<file path="src/rtl/exc_irq_ctrl.sv">
// Exception / interrupt controller: latches pending IRQs, arbitrates between
// undefined-instruction traps and masked IRQ channels, and hands one cause at a
// time to the pipeline through an IDLE -> SIGNAL -> HANDLER handshake.
module exc_irq_ctrl #(
   parameter int N_IRQ = 4,
   parameter int ESW   = 4
) (
   input  logic             clk,
   input  logic             reset,
   input  logic [N_IRQ-1:0] ExtIRQ,
   input  logic [N_IRQ-1:0] IrqMask,
   input  logic             NotAnInstr,
   input  logic             ExcAck,
   input  logic             ERet,
   output logic             Exc,
   output logic [ESW-1:0]   EStatus,
   output logic [N_IRQ-1:0] ExtIAck,
   output logic             Busy,
   output logic             DblFault
);

   typedef enum logic [1:0] {
      IDLE,
      SIGNAL,
      HANDLER
   } state_t;

   state_t             state_q, state_d;
   logic [N_IRQ-1:0]   pend_q, pend_d;
   logic [N_IRQ-1:0]   sel_q, sel_d;       // one-hot channel under service, 0 for undefined instr
   logic [ESW-1:0]     estatus_q, estatus_d;
   logic [N_IRQ-1:0]   iack_q, iack_d;
   logic               dbl_q, dbl_d;

   logic [N_IRQ-1:0]   pend_eff;
   logic [N_IRQ-1:0]   req_vec;
   logic [N_IRQ-1:0]   pick_sel;
   logic [2:0]         pick_idx;

   // Pending view including this cycle's requests, and lowest-index enabled pick.
   always_comb begin
      pend_eff = pend_q | ExtIRQ;
      req_vec  = pend_eff & IrqMask;
      pick_sel = '0;
      pick_idx = '0;
      // Scan downwards so the lowest set index is the one left standing.
      for (int k = N_IRQ - 1; k >= 0; k--) begin
         if (req_vec[k]) begin
            pick_sel    = '0;
            pick_sel[k] = 1'b1;
            pick_idx    = 3'(k);
         end
      end
   end

   // Next-state and registered-output logic of the service handshake.
   always_comb begin
      // NOTE: every target gets a default first so no path leaves it unassigned (no latches).
      state_d   = state_q;
      pend_d    = pend_eff;
      sel_d     = sel_q;
      estatus_d = estatus_q;
      iack_d    = '0;
      dbl_d     = 1'b0;
      case (state_q)
         IDLE: begin
            if (NotAnInstr) begin
               state_d   = SIGNAL;
               estatus_d = ESW'(4'h2);
               sel_d     = '0;
            end else if (|req_vec) begin
               state_d   = SIGNAL;
               estatus_d = ESW'({1'b1, pick_idx});
               sel_d     = pick_sel;
            end
         end
         SIGNAL: begin
            // A second fault freezes the handshake; the acknowledge is not taken.
            if (NotAnInstr) begin
               dbl_d = 1'b1;
            end else if (ExcAck) begin
               state_d = HANDLER;
               iack_d  = sel_q;
               pend_d  = pend_eff & ~sel_q;
            end
         end
         HANDLER: begin
            if (NotAnInstr) begin
               dbl_d = 1'b1;
            end else if (ERet) begin
               state_d = IDLE;
            end
         end
         default: state_d = IDLE;
      endcase
   end

   // State and output registers with synchronous reset.
   always_ff @(posedge clk) begin
      if (reset) begin
         // NOTE: sequential state uses non-blocking assignments so all flops sample together.
         state_q   <= IDLE;
         pend_q    <= '0;
         sel_q     <= '0;
         estatus_q <= '0;
         iack_q    <= '0;
         dbl_q     <= 1'b0;
      end else begin
         state_q   <= state_d;
         pend_q    <= pend_d;
         sel_q     <= sel_d;
         estatus_q <= estatus_d;
         iack_q    <= iack_d;
         dbl_q     <= dbl_d;
      end
   end

   assign Exc      = (state_q == SIGNAL);
   assign Busy     = (state_q == HANDLER);
   assign EStatus  = estatus_q;
   assign ExtIAck  = iack_q;
   assign DblFault = dbl_q;

endmodule
</file>
<file path="config.mk">
export PLATFORM = sky130hd
export DESIGN_NAME = exc_irq_ctrl
export DESIGN_NICKNAME = d
export VERILOG_FILES = /design/src/rtl/exc_irq_ctrl.sv
export SDC_FILE = /design/constraint.sdc
export NUM_CORES = 1
export LEC_CHECK = 0
export ABC_AREA = 1
export BUFFER_PORTS_ARGS = -buffer_cell sky130_fd_sc_hd__buf_2
export CAP_MARGIN = 15
export CORE_MARGIN = 5
export CORE_UTILIZATION = 53
export DETAILED_ROUTE_END_ITERATION = 12
export GPL_TIMING_DRIVEN = 1
export PLACE_DENSITY = 0.81
export SLEW_MARGIN = 20
export SYNTH_ARGS = -nofsm -noshare
export SYNTH_HDL_FRONTEND = slang
export SYNTH_SLANG_ARGS = --single-unit
export TNS_END_PERCENT = 50
</file>
<file path="constraint.sdc">
create_clock -name clk -period 3 [get_ports clk]
set_input_delay 0.6 -clock clk [delete_from_list [all_inputs] [get_ports clk]]
set_output_delay 0.6 -clock clk [all_outputs]
set_load 0.005 [all_outputs]
</file>
==> impl_results.md <==
- Maximum Capacitance Violations: 0
- Gate count of the mapped netlist: 105
- Kind of capture point of the worst setup path: output port
- RSZ-0062 raised after global routing: no
- Fin crit share: 0.570
- Die footprint: 2510 sq um
- Routed len/inst: 12.0 microns
- Post-CTS repair timing setup buffer count: 0
- Max Fanout on Critical Path: 4
- Antenna cells: 0
- Post-cts hold buffer count: 0
- Antenna violation net count after detailed routing: 0
- Net count after synthesis: 122
- Total power: 0.000669 W
- CP Capture Point: Exc
- Power share of the clock group: 0.171
- Most common flop cell mapped by yosys: dfxtp_1
- Element type at the critical path start: flip-flop
- Minimum period implied by the final worst setup slack: 1.71 ns
- Core box area: 1510 sq um
- Setup TNS: 0 ns
- Number of buffers created by CTS: 3
- Die X-Extent: 50.1 microns
- Share of synthesized area occupied by flip-flops and latches: 0.424
- Final setup fails: 0
- Worst min-delay path class: flip-flop to flip-flop
- Fmax: 585 MHz
- Initial antenna violation count: 0
- Sequential group share of total power: 0.438
- Violation count after the first detailed-routing iteration: 11
- Max Buffers Root-to-Sink: 2
- Worst reg2reg path startpoint: state_q[0]
- Outcome: completed
- Net switching share of the total power: 0.376
- Internal power of the cells: 0.000417 W
- Number of vias in the routed layout: 754
- Most frequent cells after synthesis: dfxtp_1, nand2_1, inv_1
- Synth area leader: dfxtp_1
- # port buffers: 22
- Row cnt: 14
- Data required, critical path: 2.40 ns
- Setup slack of the critical path after layout: 1.29 ns
- Worst-case reg-to-reg path depth: 6
- Synth top area share: 0.424
- Leakage power of the design: 0.448 nW
- Power spent charging and discharging nets: 0.000252 W
- CTS resizes: 0
- Global router's overall resource usage: 0.154
- Number of nets at the end of the flow: 147
- Critical path arrival: 1.11 ns
- Main area contributors after synthesis: dfxtp_1, a21oi_2, nand2_1, ha_1, inv_1
- Vias in the first global route: 734
- Area grow syn2layout: 16.5%
- Vias per cell: 5.24
- Worst flop-to-flop path endpoint: state_q[0]
- Ratio of cells with drive above 1 in the final layout: 0.359
- Slack of the worst reg-to-reg path: 1.66 ns
- DPL Wire Length: 1.39 mm
- Number of standard cells in the final layout excluding fillers: 144
- Final WL: 1.73 mm
- CTS Sinks: 18
- Number of enable-type register cells in the synthesized netlist: 0
- Global-route wire length before repair: 3.06 mm
- Crit path launch: state_q[1]
- Maximum VDD drop: 0.000408 V
- Root buffer selected by CTS: clkbuf_4
- Worst clock skew: 0.00240 ns
- Pwr Density: 675 nW/um^2
- Average instance area after synthesis: 8.10 sq um
- Placed Cells: 141
- Fraction of registers with async set/reset: 0
- Critical setup path kind: flip-flop to output port
- Maximum number of pins on one net before global-route repair: 14
- WHS: 0.452 ns
- Mapped Area: 851 sq um
- Flop and latch count out of synthesis: 18
- Clock Latency Late Sink: 0.29 ns
- Final hold violation count: 0
- Warnings from Yosys: 0
- Height of the die: 50.1 microns
- Length of the first detailed-routing pass in iterations: 4
- CTS clock-pin slew for the worst setup and hold paths: 0.09 ns
- Starting density of the core: 0.565
- Final number of max-transition violations: 0
- Drc violations: 0
- Global placer's final weighted congestion: 0.833
- Combinational fraction of design power: 0.391
- Post-place setup slack: 1.41 ns
- Library cell with the highest instance count after synthesis: dfxtp_1
- CTS tree: done
- Io pins: 24
- Netlist cell types: 22
- H-tree levels: 1
- Sum of overflow across all layers after global routing: 0
## worst min path at each step
stage	startpoint	end	slack (ns)	depth (start not counted)
finish	EStatus[1]	EStatus[1]	0.45	2
global route	EStatus[1]	EStatus[1]	0.48	2
CTS	EStatus[1]	EStatus[1]	0.46	2
detailed placement	EStatus[1]	EStatus[1]	0.44	2
global placement	EStatus[1]	EStatus[1]	0.44	2
floorplan	sel_q[1]	ExtIAck[1]	0.43	2
## worst max-delay path: stages (launching register included)
cell and delay [ns]:
dfxtp_1 0.36, inv_1 0.08, ha_1 0.23, buf_2 0.14
## cell type report
cell class | instances | area, sq um
Sequential cell | 18 | 360
Timing Repair Buffer | 22 | 110
Inverter | 15 | 56.3
Multi-Input combinational cell | 70 | 422
Clock buffer | 3 | 22.5
Fill cell | 146 | 515
Tap cell | 16 | 20.0
## cell families after synthesis
kind of cell,count (synthesis),share of synthesized area
buffers and inverters,17,0.0809
and+or+nand+nor,49,0.297
DFF,18,0.424
adders and majority gates,4,0.0588
other,1,0.00441
AOI/OAI and AO/OA,16,0.135
## power by group through the flow
stage / clock network [W] / registers (W) / logic, W
after floorplan: 0 / 0.000297 / 0.000188
after global placement: 0 / 0.000298 / 0.000251
after detailed placement: 0 / 0.000298 / 0.000261
after CTS: 0.000118 / 0.000293 / 0.000262
after global routing: 0.000131 / 0.000298 / 0.000296
final: 0.000115 / 0.000293 / 0.000261
## layout by cell type (no fill, tap or decap)
cell and instances:
nor2_4 2, nand4_1 2, inv_1 13, inv_2 2, buf_2 22, nand2_2 3, a21oi_1 3, o21ai_2 1
nand2_1 14, a22oi_1 1, a21oi_2 7, o211ai_1 1, nand2_4 2, ha_1 4, nand3_1 5, o21ai_0 3
dfxtp_1 18, clkbuf_4 3, nor3_1 8, nor2_1 9, nor2_2 4, conb_1 1
## routing by layer
metal / GRT usage / up-vias / part of all wire
met2: 0.243 / 21 / 0.47
li1: - / 384 / -
met1: 0.194 / 344 / 0.44
met3: 0.0422 / 5 / 0.072
met5: 0 / - / 0
met4: 0.0655 / 0 / 0.018
## sequential cells by signal, summed over array words and instances, names as in the netlist
| signal | cells |
|---|---|
| ExtIAck | 4 |
| pend_q | 4 |
| sel_q | 4 |
| EStatus | 3 |
| state_q | 2 |
| DblFault | 1 |
## stage by stage
step | utilization | cell area, sq um
3_3_place_gp | 0.643 | 968
4_1_cts | 0.658 | 991
5_1_grt | 0.658 | 991
3_5_place_dp | 0.643 | 968
6_report | 0.658 | 991
2_1_floorplan | - | 851
No activity file was read; power rests on OpenSTA's default activity.
